===== src/rtl/ddram_cp_pkg.sv =====
// Shared types and constants for the DDRAM copy-port scheduler.
// Optional feature macro: DDRAM_CPSCHED_SUM_EN (adds job checksum port).
package ddram_cp_pkg;
  localparam int BURST_WORDS = 128;
  localparam int BURST_BYTES = 1024;
  localparam int CP_AW = 28;

  typedef enum logic [2:0] {
    FLUSH,
    IDLE,
    ISSUE,
    STREAM,
    GAP,
    DONE
  } state_e;
endpackage


===== src/rtl/ddram_cp_beat.sv =====
// Beat counter plus registered BRAM write port for one copy burst.
// Destination pointer persists across bursts of a job; load restarts it.
module ddram_cp_beat
  import ddram_cp_pkg::*;
#(
  parameter int DST_AW = 12
) (
  input  logic              clk,
  input  logic              reset,
  input  logic              clr,
  input  logic              load,
  input  logic              en,
  input  logic              cpwr,
  input  logic [63:0]       cpdout,
  input  logic [DST_AW-1:0] start_dst,
  output logic              wr,
  output logic              last_beat,
  output logic              bram_we,
  output logic [DST_AW-1:0] bram_addr,
  output logic [63:0]       bram_din
);
  localparam int CW = $clog2(BURST_WORDS) + 1;

  logic [CW-1:0]     cnt_q, cnt_d;
  logic [DST_AW-1:0] dst_q, dst_d;
  logic              we_q, we_d;
  logic [DST_AW-1:0] addr_q, addr_d;
  logic [63:0]       din_q, din_d;

  // beats beyond a full burst are dropped
  assign wr = en & cpwr & (cnt_q < CW'(BURST_WORDS));
  assign last_beat = wr & (cnt_q == CW'(BURST_WORDS - 1));

  always_comb begin
    cnt_d  = cnt_q;
    dst_d  = dst_q;
    we_d   = wr;
    addr_d = addr_q;
    din_d  = din_q;
    if (clr) begin
      cnt_d = '0;
    end else if (wr) begin
      cnt_d = cnt_q + 1'b1;
    end
    if (load) begin
      dst_d = start_dst;
    end else if (wr) begin
      dst_d = dst_q + 1'b1;
    end
    if (wr) begin
      addr_d = dst_q;
      din_d  = cpdout;
    end
  end

  always_ff @(posedge clk) begin
    if (reset) begin
      cnt_q  <= '0;
      dst_q  <= '0;
      we_q   <= 1'b0;
      addr_q <= '0;
      din_q  <= '0;
    end else begin
      cnt_q  <= cnt_d;
      dst_q  <= dst_d;
      we_q   <= we_d;
      addr_q <= addr_d;
      din_q  <= din_d;
    end
  end

  assign bram_we   = we_q;
  assign bram_addr = addr_q;
  assign bram_din  = din_q;
endmodule


===== src/rtl/ddram_cp_sched.sv =====
// Splits a toggle-handshake copy job into 128-word DDRAM copy bursts.
// Define DDRAM_CPSCHED_SUM_EN to add the per-job 32-bit data sum port.
module ddram_cp_sched
  import ddram_cp_pkg::*;
#(
  parameter int LEN_W  = 8,
  parameter int DST_AW = 12
) (
  input  logic              clk,
  input  logic              reset,
  input  logic              job_req,
  output logic              job_ack,
  input  logic [27:0]       job_src,
  input  logic [LEN_W-1:0]  job_len,
  input  logic [DST_AW-1:0] job_dst,
  output logic              busy,
  output logic [27:0]       cpaddr,
  output logic              cpreq,
  input  logic              cpbusy,
  input  logic              cpwr,
  input  logic [63:0]       cpdout,
  output logic              bram_we,
  output logic [DST_AW-1:0] bram_addr,
  output logic [63:0]       bram_din
`ifdef DDRAM_CPSCHED_SUM_EN
  ,
  output logic [31:0]       sum
`endif
);
  state_e           state_q, state_d;
  logic [CP_AW-1:0] src_q, src_d;
  logic [LEN_W-1:0] len_q, len_d;
  logic             ack_q, ack_d;
  logic             busy_q, busy_d;
  logic             load, clr, en;
  logic             wr, last_beat;
  logic             unused_src_lsb;

  assign unused_src_lsb = &{1'b0, job_src[2:0]};

  always_comb begin
    state_d = state_q;
    src_d   = src_q;
    len_d   = len_q;
    ack_d   = ack_q;
    busy_d  = busy_q;
    load    = 1'b0;
    clr     = 1'b0;
    en      = 1'b0;
    unique case (state_q)
      FLUSH: begin
        if (!cpbusy) state_d = IDLE;
      end
      IDLE: begin
        if (job_req != ack_q) begin
          src_d   = {job_src[27:3], 3'b000};
          len_d   = job_len;
          busy_d  = 1'b1;
          load    = 1'b1;
          state_d = (job_len == '0) ? DONE : ISSUE;
        end
      end
      ISSUE: begin
        clr = 1'b1;
        if (cpbusy) state_d = STREAM;
      end
      STREAM: begin
        en = 1'b1;
        if (last_beat) state_d = GAP;
      end
      GAP: begin
        // controller must see cpreq low before the next rising edge
        if (!cpbusy) begin
          src_d   = src_q + CP_AW'(BURST_BYTES);
          len_d   = len_q - 1'b1;
          state_d = (len_q == LEN_W'(1)) ? DONE : ISSUE;
        end
      end
      DONE: begin
        ack_d   = job_req;
        busy_d  = 1'b0;
        state_d = IDLE;
      end
      default: state_d = FLUSH;
    endcase
  end

  always_ff @(posedge clk) begin
    if (reset) begin
      state_q <= FLUSH;
      src_q   <= '0;
      len_q   <= '0;
      ack_q   <= 1'b0;
      busy_q  <= 1'b0;
    end else begin
      state_q <= state_d;
      src_q   <= src_d;
      len_q   <= len_d;
      ack_q   <= ack_d;
      busy_q  <= busy_d;
    end
  end

  ddram_cp_beat #(.DST_AW(DST_AW)) u_beat (
    .clk       (clk),
    .reset     (reset),
    .clr       (clr),
    .load      (load),
    .en        (en),
    .cpwr      (cpwr),
    .cpdout    (cpdout),
    .start_dst (job_dst),
    .wr        (wr),
    .last_beat (last_beat),
    .bram_we   (bram_we),
    .bram_addr (bram_addr),
    .bram_din  (bram_din)
  );

`ifdef DDRAM_CPSCHED_SUM_EN
  logic [31:0] sum_q, sum_d;

  always_comb begin
    sum_d = sum_q;
    if (load) begin
      sum_d = '0;
    end else if (wr) begin
      sum_d = sum_q + cpdout[63:32] + cpdout[31:0];
    end
  end

  always_ff @(posedge clk) begin
    if (reset) sum_q <= '0;
    else       sum_q <= sum_d;
  end

  assign sum = sum_q;
`else
  logic unused_wr;
  assign unused_wr = wr;
`endif

  assign job_ack = ack_q;
  assign busy    = busy_q;
  assign cpreq   = (state_q == ISSUE);
  assign cpaddr  = src_q;
endmodule


===== config.mk =====
export PLATFORM = sky130hd
export DESIGN_NAME = ddram_cp_sched
export DESIGN_NICKNAME = d
export VERILOG_FILES = /design/src/rtl/ddram_cp_pkg.sv /design/src/rtl/ddram_cp_beat.sv /design/src/rtl/ddram_cp_sched.sv
export SDC_FILE = /design/constraint.sdc
export NUM_CORES = 1
export LEC_CHECK = 0
export CAP_MARGIN = 20
export CORE_AREA = 2 2 82 163
export CTS_CLUSTER_DIAMETER = 150
export DETAILED_ROUTE_END_ITERATION = 12
export DIE_AREA = 0 0 84 165
export GPL_ROUTABILITY_DRIVEN = 0
export PLACE_DENSITY = 0.83
export SLEW_MARGIN = 20
export SYNTH_ARGS = -nofsm -noshare
export SYNTH_HDL_FRONTEND = slang
export SYNTH_SLANG_ARGS = --single-unit

===== constraint.sdc =====
create_clock -name clk -period 3.94 [get_ports clk]
set_input_delay 0.788 -clock clk [delete_from_list [all_inputs] [get_ports clk]]
set_output_delay 0.788 -clock clk [all_outputs]
set_load 0.02 [all_outputs]

==> results_dict.tcl, run 1 <==
set metrics [dict create \
    end_kind "output pin" \
    grt_first_pass_wirelength_um 29400 \
    path_max_fanout 14 \
    placed_cell_area_sq_um 8190 \
    drive_above_1_share_pct 6.06 \
    start_util_pct 47.6 \
    synth_top_area_share_pct 45.2 \
    post_cts_buffers 0 \
    grt_pass1_vias 6020 \
    nFillCells 992 \
    cts.repair.resized 0 \
    p_total_mw 4.49 \
    rrSetupSlack_ns 1.32 \
    yosysUniqueCellTypes 66 \
    synthArstFlopShare_pct 0 \
    hold_slack_ns 0.450 \
    viasPerCell 5.65 \
    drc 0 \
    min_period_ns 3.21 \
    fin_nets 1067 \
    rsz0062_at_grt "false" \
    clock_sinks 135 \
    powerDensity_nw_per_um2 511 \
    vias 6257 \
    tightest_slew_ns 0.822 \
    die_x_um 84 \
    dr.first_iter.drc_count 391 \
    seq_area_frac_synth_pct 45.2 \
    hold_buffers 0 \
    synthCells 754 \
    crit_type "flip-flop to output pin" \
    grt_usage_pct 26.2 \
    cts_made_buffers 17 \
    rows 58 \
    dp_hpwl_um 12800 \
    grt-ovfl-total 0 \
    root_buffer "clkbuf_16" \
    min-delay-start "u_beat.dst_q[11]" \
    grt_max_degree 72 \
    hold_viol_final 0 \
    arrival_ns 2.42 \
    synth_area_sq_um 5980 \
    drt_pass1_iterations 7 \
    yosysWarnings 0 \
    ys.flop_type "dfxtp_1" \
    p_leak_nw 2.95 \
    tns_ns 0 \
    die_h_um 165 \
    synth_area_leaders "dfxtp_1 (45%), nand2_1 (12%), a21oi_1 (8.7%)" \
    io_pins 225 \
    run_status "finished clean" \
    syn_to_final_growth_pct 46.9 \
    max-slew-margin-rel_pct 45.2 \
    clk_latency_ns 0.42 \
    hold_depth 2 \
    reg2regPathDepth 6 \
    fin_crit_sh_pct 81.4 \
    max-vdd-ir-drop_v 0.000431 \
    synth_enable_flop_cells 0 \
    cts_tree "yes" \
    r2r-start "state_q[1]" \
    fmax_mhz 312 \
    design_area_sq_um 8790 \
    final_cell_mix "clkdlybuf4s50_1 (217), nand2_1 (194), dfxtp_1 (135), a21oi_1 (104), nor2_1 (29)" \
    wire_per_inst_um 16.6 \
    avgSynthCellArea_sq_um 7.93 \
    r2r-end "cpaddr[27]" \
    maxSlewViolCount 0 \
    io_buffer_count 218 \
    core-area_sq_um 12600 \
    min_to "u_beat.bram_addr[11]" \
    crit_required_ns 3.15 \
    max_cap_violations 0 \
    ys_ff_latch 135 \
    mostFrequentLayoutCell "clkdlybuf4s50_1" \
    dieArea_sq_um 13900 \
    hp-class "flip-flop to flip-flop" \
    finClkSkew_ns 0.00878 \
    synth_top_area_cell "dfxtp_1" \
    final-setup-viol-count 0 \
    antenna_left 0 \
    clkTransAtPathRegs_ns 0.06 \
    place_ws_ns 0.989 \
    cts_htree_levels 4 \
    clk_path_buf_depth 2 \
    routed_wl_um 18400 \
    start_kind "flip-flop" \
    antenna_found_initial 1 \
    setup_ws_ns 0.733 \
]
sequential cells by signal (all words and copies together), names as in the netlist:
register,cells
cpaddr,25
u_beat.cnt_q,8
u_beat.dst_q,12
u_beat.bram_addr,12
u_beat.bram_we,1
u_beat.bram_din,64
job_ack,1
busy,1
state_q,3
len_q,8
metal layers:
metal  up-vias  track usage (%)  share of wire [%]  wire [um]
li1       3042                -                  -          -
met1      2897             27.3                 36       6690
met4         0             14.9                3.9        716
met2       262             48.2                 54      10000
met5         -                0                  0          0
met3        56             5.35                5.5       1010
worst max-delay path: stages (launching register included):
cell and delay [ns]:
dfxtp_1 0.55, inv_1 0.34, nor3_1 0.41, clkdlybuf4s50_1 0.70
area by class of cell:
| class | instances | area, sq um | share of cell area (%) |
|---|---|---|---|
| diodes | 1 | 2.50 | 0.0285 |
| clock buffers | 17 | 425 | 4.84 |
| clock inverters | 14 | 174 | 1.98 |
| inverters | 12 | 45.0 | 0.512 |
| multi-input cells | 549 | 2980 | 33.9 |
| flip-flops and latches | 135 | 2700 | 30.7 |
| well taps | 150 | 188 | 2.14 |
| repair buffers | 230 | 2270 | 25.8 |
Yosys cell counts (2+ instances only):
cell type,number
mux2i_1,2
a22oi_1,3
a31oi_1,7
a311oi_1,4
a21oi_1,104
nand4_1,9
buf_4,5
ha_1,5
o311ai_0,8
o32ai_1,7
or3_1,3
o21ai_0,11
a211oi_1,17
xnor2_1,8
a2bb2oi_1,3
clkbuf_1,35
nor2b_1,3
and2_1,2
nand2b_1,4
o31a_1,3
and4_1,5
buf_2,18
o31ai_1,10
nand3_1,21
nor4_1,11
nor3_1,13
dfxtp_1,135
nand3b_1,3
nor2_1,30
nor4b_1,2
nand2_1,195
and3_1,11
xor2_1,2
o22ai_1,3
inv_1,12
nor3b_1,5
o211ai_1,4
or4_1,3
how the worst max path moves through the flow:
stage | to | start | slack, ns
3_5_place_dp | u_beat.dst_q[3] | job_req | 0.99
3_3_place_gp | u_beat.dst_q[11] | job_req | 1.01
2_1_floorplan | u_beat.dst_q[11] | cpwr | 1.88
6_report | cpreq | state_q[1] | 0.73
4_1_cts | cpreq | state_q[1] | 0.72
5_1_grt | cpreq | state_q[1] | 0.62
report_power, final:
part / total, mW / internal [mW] / switching (mW)
registers: 1.69 / 1.51 / 0.183
logic: 1.18 / 0.519 / 0.659
clock network: 1.62 / 0.997 / 0.621
stage by stage:
stage | cells | util [%]
floorplan | 756 | -
finish | 1108 | 70.0
detailed placement | 1076 | 65.2
CTS | 1107 | 70.0
global placement | 1076 | 65.2
global route | 1108 | 70.0
logic make-up after synthesis:
logic type / share of synthesized area, %
simple gates: 25.3
fa+ha+maj: 1.05
other cells: 0.0627
xor+xnor: 1.46
mux: 0.335
flops: 45.2
compound gates: 21.3
buf+inv: 5.33
Power figures use the tool's default switching activity.
==> run 2: changes to the inputs <==
Settings changed: CORE_AREA 2 2 82 163 to 2 2 86 170, DIE_AREA 0 0 84 165 to 0 0 88 172, PLACE_DENSITY 0.83 to 0.77.
Clock period 3.94 ns to 3.3 ns, I/O delays scaled along.
==> run 2 against run 1 <==
Compared with the run above: via count decreased by 1.4%; wire length rose by 1.1%; flip-flop and latch count unchanged; largest cell class unchanged.
==> results_dict.tcl, run 2 (synthesis results as in run 1) <==
set metrics [dict create \
    run_status "finished clean" \
    mostFrequentLayoutCell "clkdlybuf4s50_1" \
    cts_htree_levels 4 \
    reg2regPathDepth 6 \
    die_h_um 172 \
    rsz0062_at_grt "false" \
    maxSlewViolCount 0 \
    io_pins 225 \
    setup_ws_ns 0.695 \
    final_cells 1154 \
    use_met3_pct 4.73 \
    grt_pass1_vias 5911 \
    crit_required_ns 2.64 \
    io_buffer_count 218 \
    start_util_pct 43.3 \
    cts.repair.resized 0 \
    cts_made_buffers 17 \
    clk_latency_ns 0.41 \
    wire_per_inst_um 16.1 \
    fin_nets 1074 \
    drc 0 \
    finClkSkew_ns 0.00950 \
    hold_depth 2 \
    max_cap_violations 0 \
    max-vdd-ir-drop_v 0.000424 \
    fmax_mhz 384 \
    place_ws_ns 0.704 \
    post_cts_buffers 0 \
    drive_above_1_share_pct 6.74 \
    dieArea_sq_um 15100 \
    antenna_left 0 \
    grt_usage_pct 24.3 \
    fin_crit_sh_pct 78.9 \
    dr.first_iter.drc_count 215 \
    grt_max_degree 82 \
    hp-class "flip-flop to flip-flop" \
    tns_ns 0 \
    start_kind "flip-flop" \
    clk_path_buf_depth 2 \
    crit_type "flip-flop to output pin" \
    hold_viol_final 0 \
    syn_to_final_growth_pct 49.3 \
    root_buffer "clkbuf_16" \
    dp_hpwl_um 13100 \
    dp_cells 1122 \
    gr-max-usage-layer "met2" \
    die_x_um 88 \
    grt_first_pass_wirelength_um 29200 \
    cts_tree "yes" \
    clkTransAtPathRegs_ns 0.06 \
    vias 6169 \
    diodes 0 \
    arrival_ns 1.94 \
    use_met1_pct 25.6 \
    end_kind "output pin" \
    min_period_ns 2.60 \
    drt_pass1_iterations 4 \
    path_max_fanout 14 \
    max-slew-margin-rel_pct 56.3 \
    use_met2_pct 45.0 \
    hold_buffers 0 \
    rows 61 \
    clock_sinks 135 \
    core-area_sq_um 13800 \
    tightest_slew_ns 0.652 \
    antenna_found_initial 0 \
    powerDensity_nw_per_um2 611 \
    viasPerCell 5.35 \
    routed_wl_um 18600 \
    final-setup-viol-count 0 \
    largest_reg_flops 64 \
    p_leak_nw 2.99 \
    hold_slack_ns 0.451 \
    grt-ovfl-total 0 \
    final_cell_mix "clkdlybuf4s50_1 (217), nand2_1 (194), dfxtp_1 (135), a21oi_1 (104), nor2_1 (29)" \
]
run 2: metrics by stage:
stage          util, %  power, mW  instance area [sq um]
5_1_grt           64.6       5.72                   8930
3_5_place_dp      60.2       3.49                   8310
2_1_floorplan        -       2.88                   5990
3_3_place_gp      60.2       3.47                   8310
4_1_cts           64.6       5.49                   8930
6_report          64.6       5.45                   8930
run 2: worst max-delay path: stages, from the launching register on:
cell,delay (ns)
dfxtp_1,0.32
inv_1,0.04
buf_4,0.18
nor3_1,0.30
clkdlybuf4s50_1,0.69
run 2: per-layer routing:
layer | share of wire (%) | up-vias
met2 | 54 | 226
met1 | 37 | 2839
met5 | 0 | -
met3 | 5.1 | 45
met4 | 3.6 | 0
li1 | - | 3059
run 2: area by class of cell:
class                           count  area, sq um
Fill cell                        1169         4880
Multi-Input combinational cell    549         2980
Sequential cell                   135         2700
Timing Repair Buffer              237         2350
Clock buffer                       18          429
Tap cell                          189          236
Clock inverter                     14          188
Inverter                           12         45.0
run 2: power breakdown:
| part | total (mW) | switching (mW) | leakage [nW] | internal (mW) |
|---|---|---|---|---|
| registers | 2.01 | 0.208 | 1.09 | 1.80 |
| clock network | 1.98 | 0.771 | 0.292 | 1.21 |
| logic | 1.46 | 0.813 | 1.60 | 0.651 |
run 2: final timing paths:
path | start | to | slack (ns)
setup reg to reg | state_q[1] | cpaddr[27] | 1.24
setup / recovery | state_q[1] | cpreq | 0.70
hold reg to reg | u_beat.bram_din[40] | u_beat.bram_din[40] | 0.45
hold / removal | u_beat.bram_din[40] | u_beat.bram_din[40] | 0.45
==> run 3: changes to the inputs <==
Settings changed: CORE_AREA 2 2 86 170 to 2 2 90 178, DIE_AREA 0 0 88 172 to 0 0 92 180, PLACE_DENSITY 0.77 to 0.73.
Clock period 3.3 ns to 2.3 ns, I/O delays scaled along.
==> run 3 against run 2 <==
Compared with the run above: global-route usage shrank 1.4 points; critical path depth down 1; first-iteration DRC count increased by 19%; worst hold slack barely moved; wire length is 3.7% higher; clock power is 44% higher; worst setup slack got worse by 0.48 ns; utilization down 5.0 points; register-to-register slack worse by 0.95 ns; non-clock buffer count rose by 12; via count grew 2.5%; cell count is 1.9% higher; critical path type unchanged; largest cell class unchanged; largest power group unchanged.
==> results_dict.tcl, run 3 (synthesis results as in run 1) <==
set metrics [dict create \
    cts_tree "yes" \
    routed_wl_um 19300 \
    fin_nets 1086 \
    cts_made_buffers 17 \
    vias 6326 \
    hp-class "flip-flop to flip-flop" \
    io_pins 225 \
    crit_type "flip-flop to output pin" \
    grt_first_pass_wirelength_um 30400 \
    drive_above_1_share_pct 7.57 \
    dieArea_sq_um 16600 \
    dp_cells 1143 \
    crit_required_ns 1.84 \
    syn_to_final_growth_pct 51.8 \
    finClkSkew_ns 0.00770 \
    final_cells 1176 \
    core-area_sq_um 15200 \
    powerDensity_nw_per_um2 874 \
    place_ws_ns 0.108 \
    nFillCells 1407 \
    p_leak_nw 3.09 \
    rrSetupSlack_ns 0.29 \
    start_kind "flip-flop" \
    root_buffer "clkbuf_16" \
    fin_crit_sh_pct 90.6 \
    cts_htree_levels 4 \
    die_h_um 180 \
    arrival_ns 1.62 \
    grt_pass1_vias 6142 \
    clk_latency_ns 0.42 \
    wire_per_inst_um 16.4 \
    tns_ns 0 \
    maxSlewViolCount 0 \
    setup_ws_ns 0.216 \
    hold_viol_final 0 \
    ff_latch_area_sq_um 2700 \
    end_kind "output pin" \
    rsz0062_at_grt "false" \
    mostFrequentLayoutCell "clkdlybuf4s50_1" \
    clk_path_buf_depth 2 \
    startpoint "state_q[1]" \
    grt_usage_pct 22.9 \
    grt-ovfl-total 0 \
    dr.first_iter.drc_count 255 \
    antenna_found_initial 1 \
    fmax_mhz 480 \
    grt_max_degree 91 \
    start_util_pct 39.3 \
    multi_input_area_sq_um 2980 \
    max-slew-margin-rel_pct 65.6 \
    clock_sinks 135 \
    max-vdd-ir-drop_v 0.000596 \
    min_period_ns 2.08 \
    final_core_util_pct 59.7 \
    dp_hpwl_um 13800 \
    run_status "finished clean" \
    max_cap_violations 0 \
    path_max_fanout 3 \
    largest_reg_flops 64 \
    tightest_slew_ns 0.515 \
    clkTransAtPathRegs_ns 0.06 \
    drt_pass1_iterations 5 \
    final-setup-viol-count 0 \
    final_cell_mix "clkdlybuf4s50_1 (216), nand2_1 (194), dfxtp_1 (135), a21oi_1 (104), nor2_1 (29)" \
    hold_slack_ns 0.451 \
    drc 0 \
    min-delay-start "u_beat.bram_din[27]" \
    viasPerCell 5.38 \
    rows 64 \
    die_x_um 92 \
    io_buffer_count 218 \
    r2r-start "state_q[1]" \
    antenna_left 0 \
]
[run 3: cell types whose count changed in the layout (fill, tap and decap cells not counted), moves of 3 or more]
cell | before | now
buf_12 | 2 | 6
inv_6 | 5 | 0
clkinv_2 | 0 | 4
buf_4 | 18 | 26
clkbuf_1 | 1 | 4
[run 3: routing by layer]
metal | wire length [um] | vias to the layer above | global-route usage [%] | part of all wire (%)
met1 | 6880 | 2944 | 22.7 | 36
met3 | 1050 | 59 | 5.66 | 5.4
met4 | 935 | 0 | 13.7 | 4.8
met2 | 10500 | 240 | 42.1 | 54
li1 | - | 3083 | - | -
met5 | 0 | - | 0 | 0
[run 3: final timing paths]
kind                         endpoint  cells after the start
setup / recovery                cpreq                      3
hold / removal    u_beat.bram_din[27]                      2
setup reg to reg           cpaddr[27]                      6
hold reg to reg   u_beat.bram_din[27]                      2
[run 3: area by class of cell]
cell class,instances,area share (%)
diodes,1,0.0276
multi-input cells,549,32.8
flip-flops and latches,135,29.8
well taps,198,2.73
repair buffers,249,27.4
clock buffers,23,5.15
inverters,12,0.496
clock inverters,9,1.63
[run 3: per-stage QoR]
stage | cell area, sq um | total power [mW]
after global placement | 8470 | 5.08
final | 9080 | 7.94
after detailed placement | 8470 | 5.10
after CTS | 9080 | 7.99
after global routing | 9080 | 8.29
after floorplan | 5990 | 4.14
[run 3: report_power, final]
group          leakage [nW]  internal, mW  switching (mW)
logic                  1.70          1.01            1.21
clock network         0.301          1.87           0.998
registers              1.09          2.58           0.280
total                  3.09          5.46            2.49
[run 3: timing repair]
action                     in CTS  in global routing
hold buffers                    0                  0
setup endpoints to repair       1                  0
buffers inserted                0                  0
resized for setup               1                  0
[run 3: critical path, cell delays in order, from the launching register on]
cell           delay [ns]
dfxtp_1              0.39
inv_1                0.08
nor3_1               0.34
dlygate4sd2_1        0.41
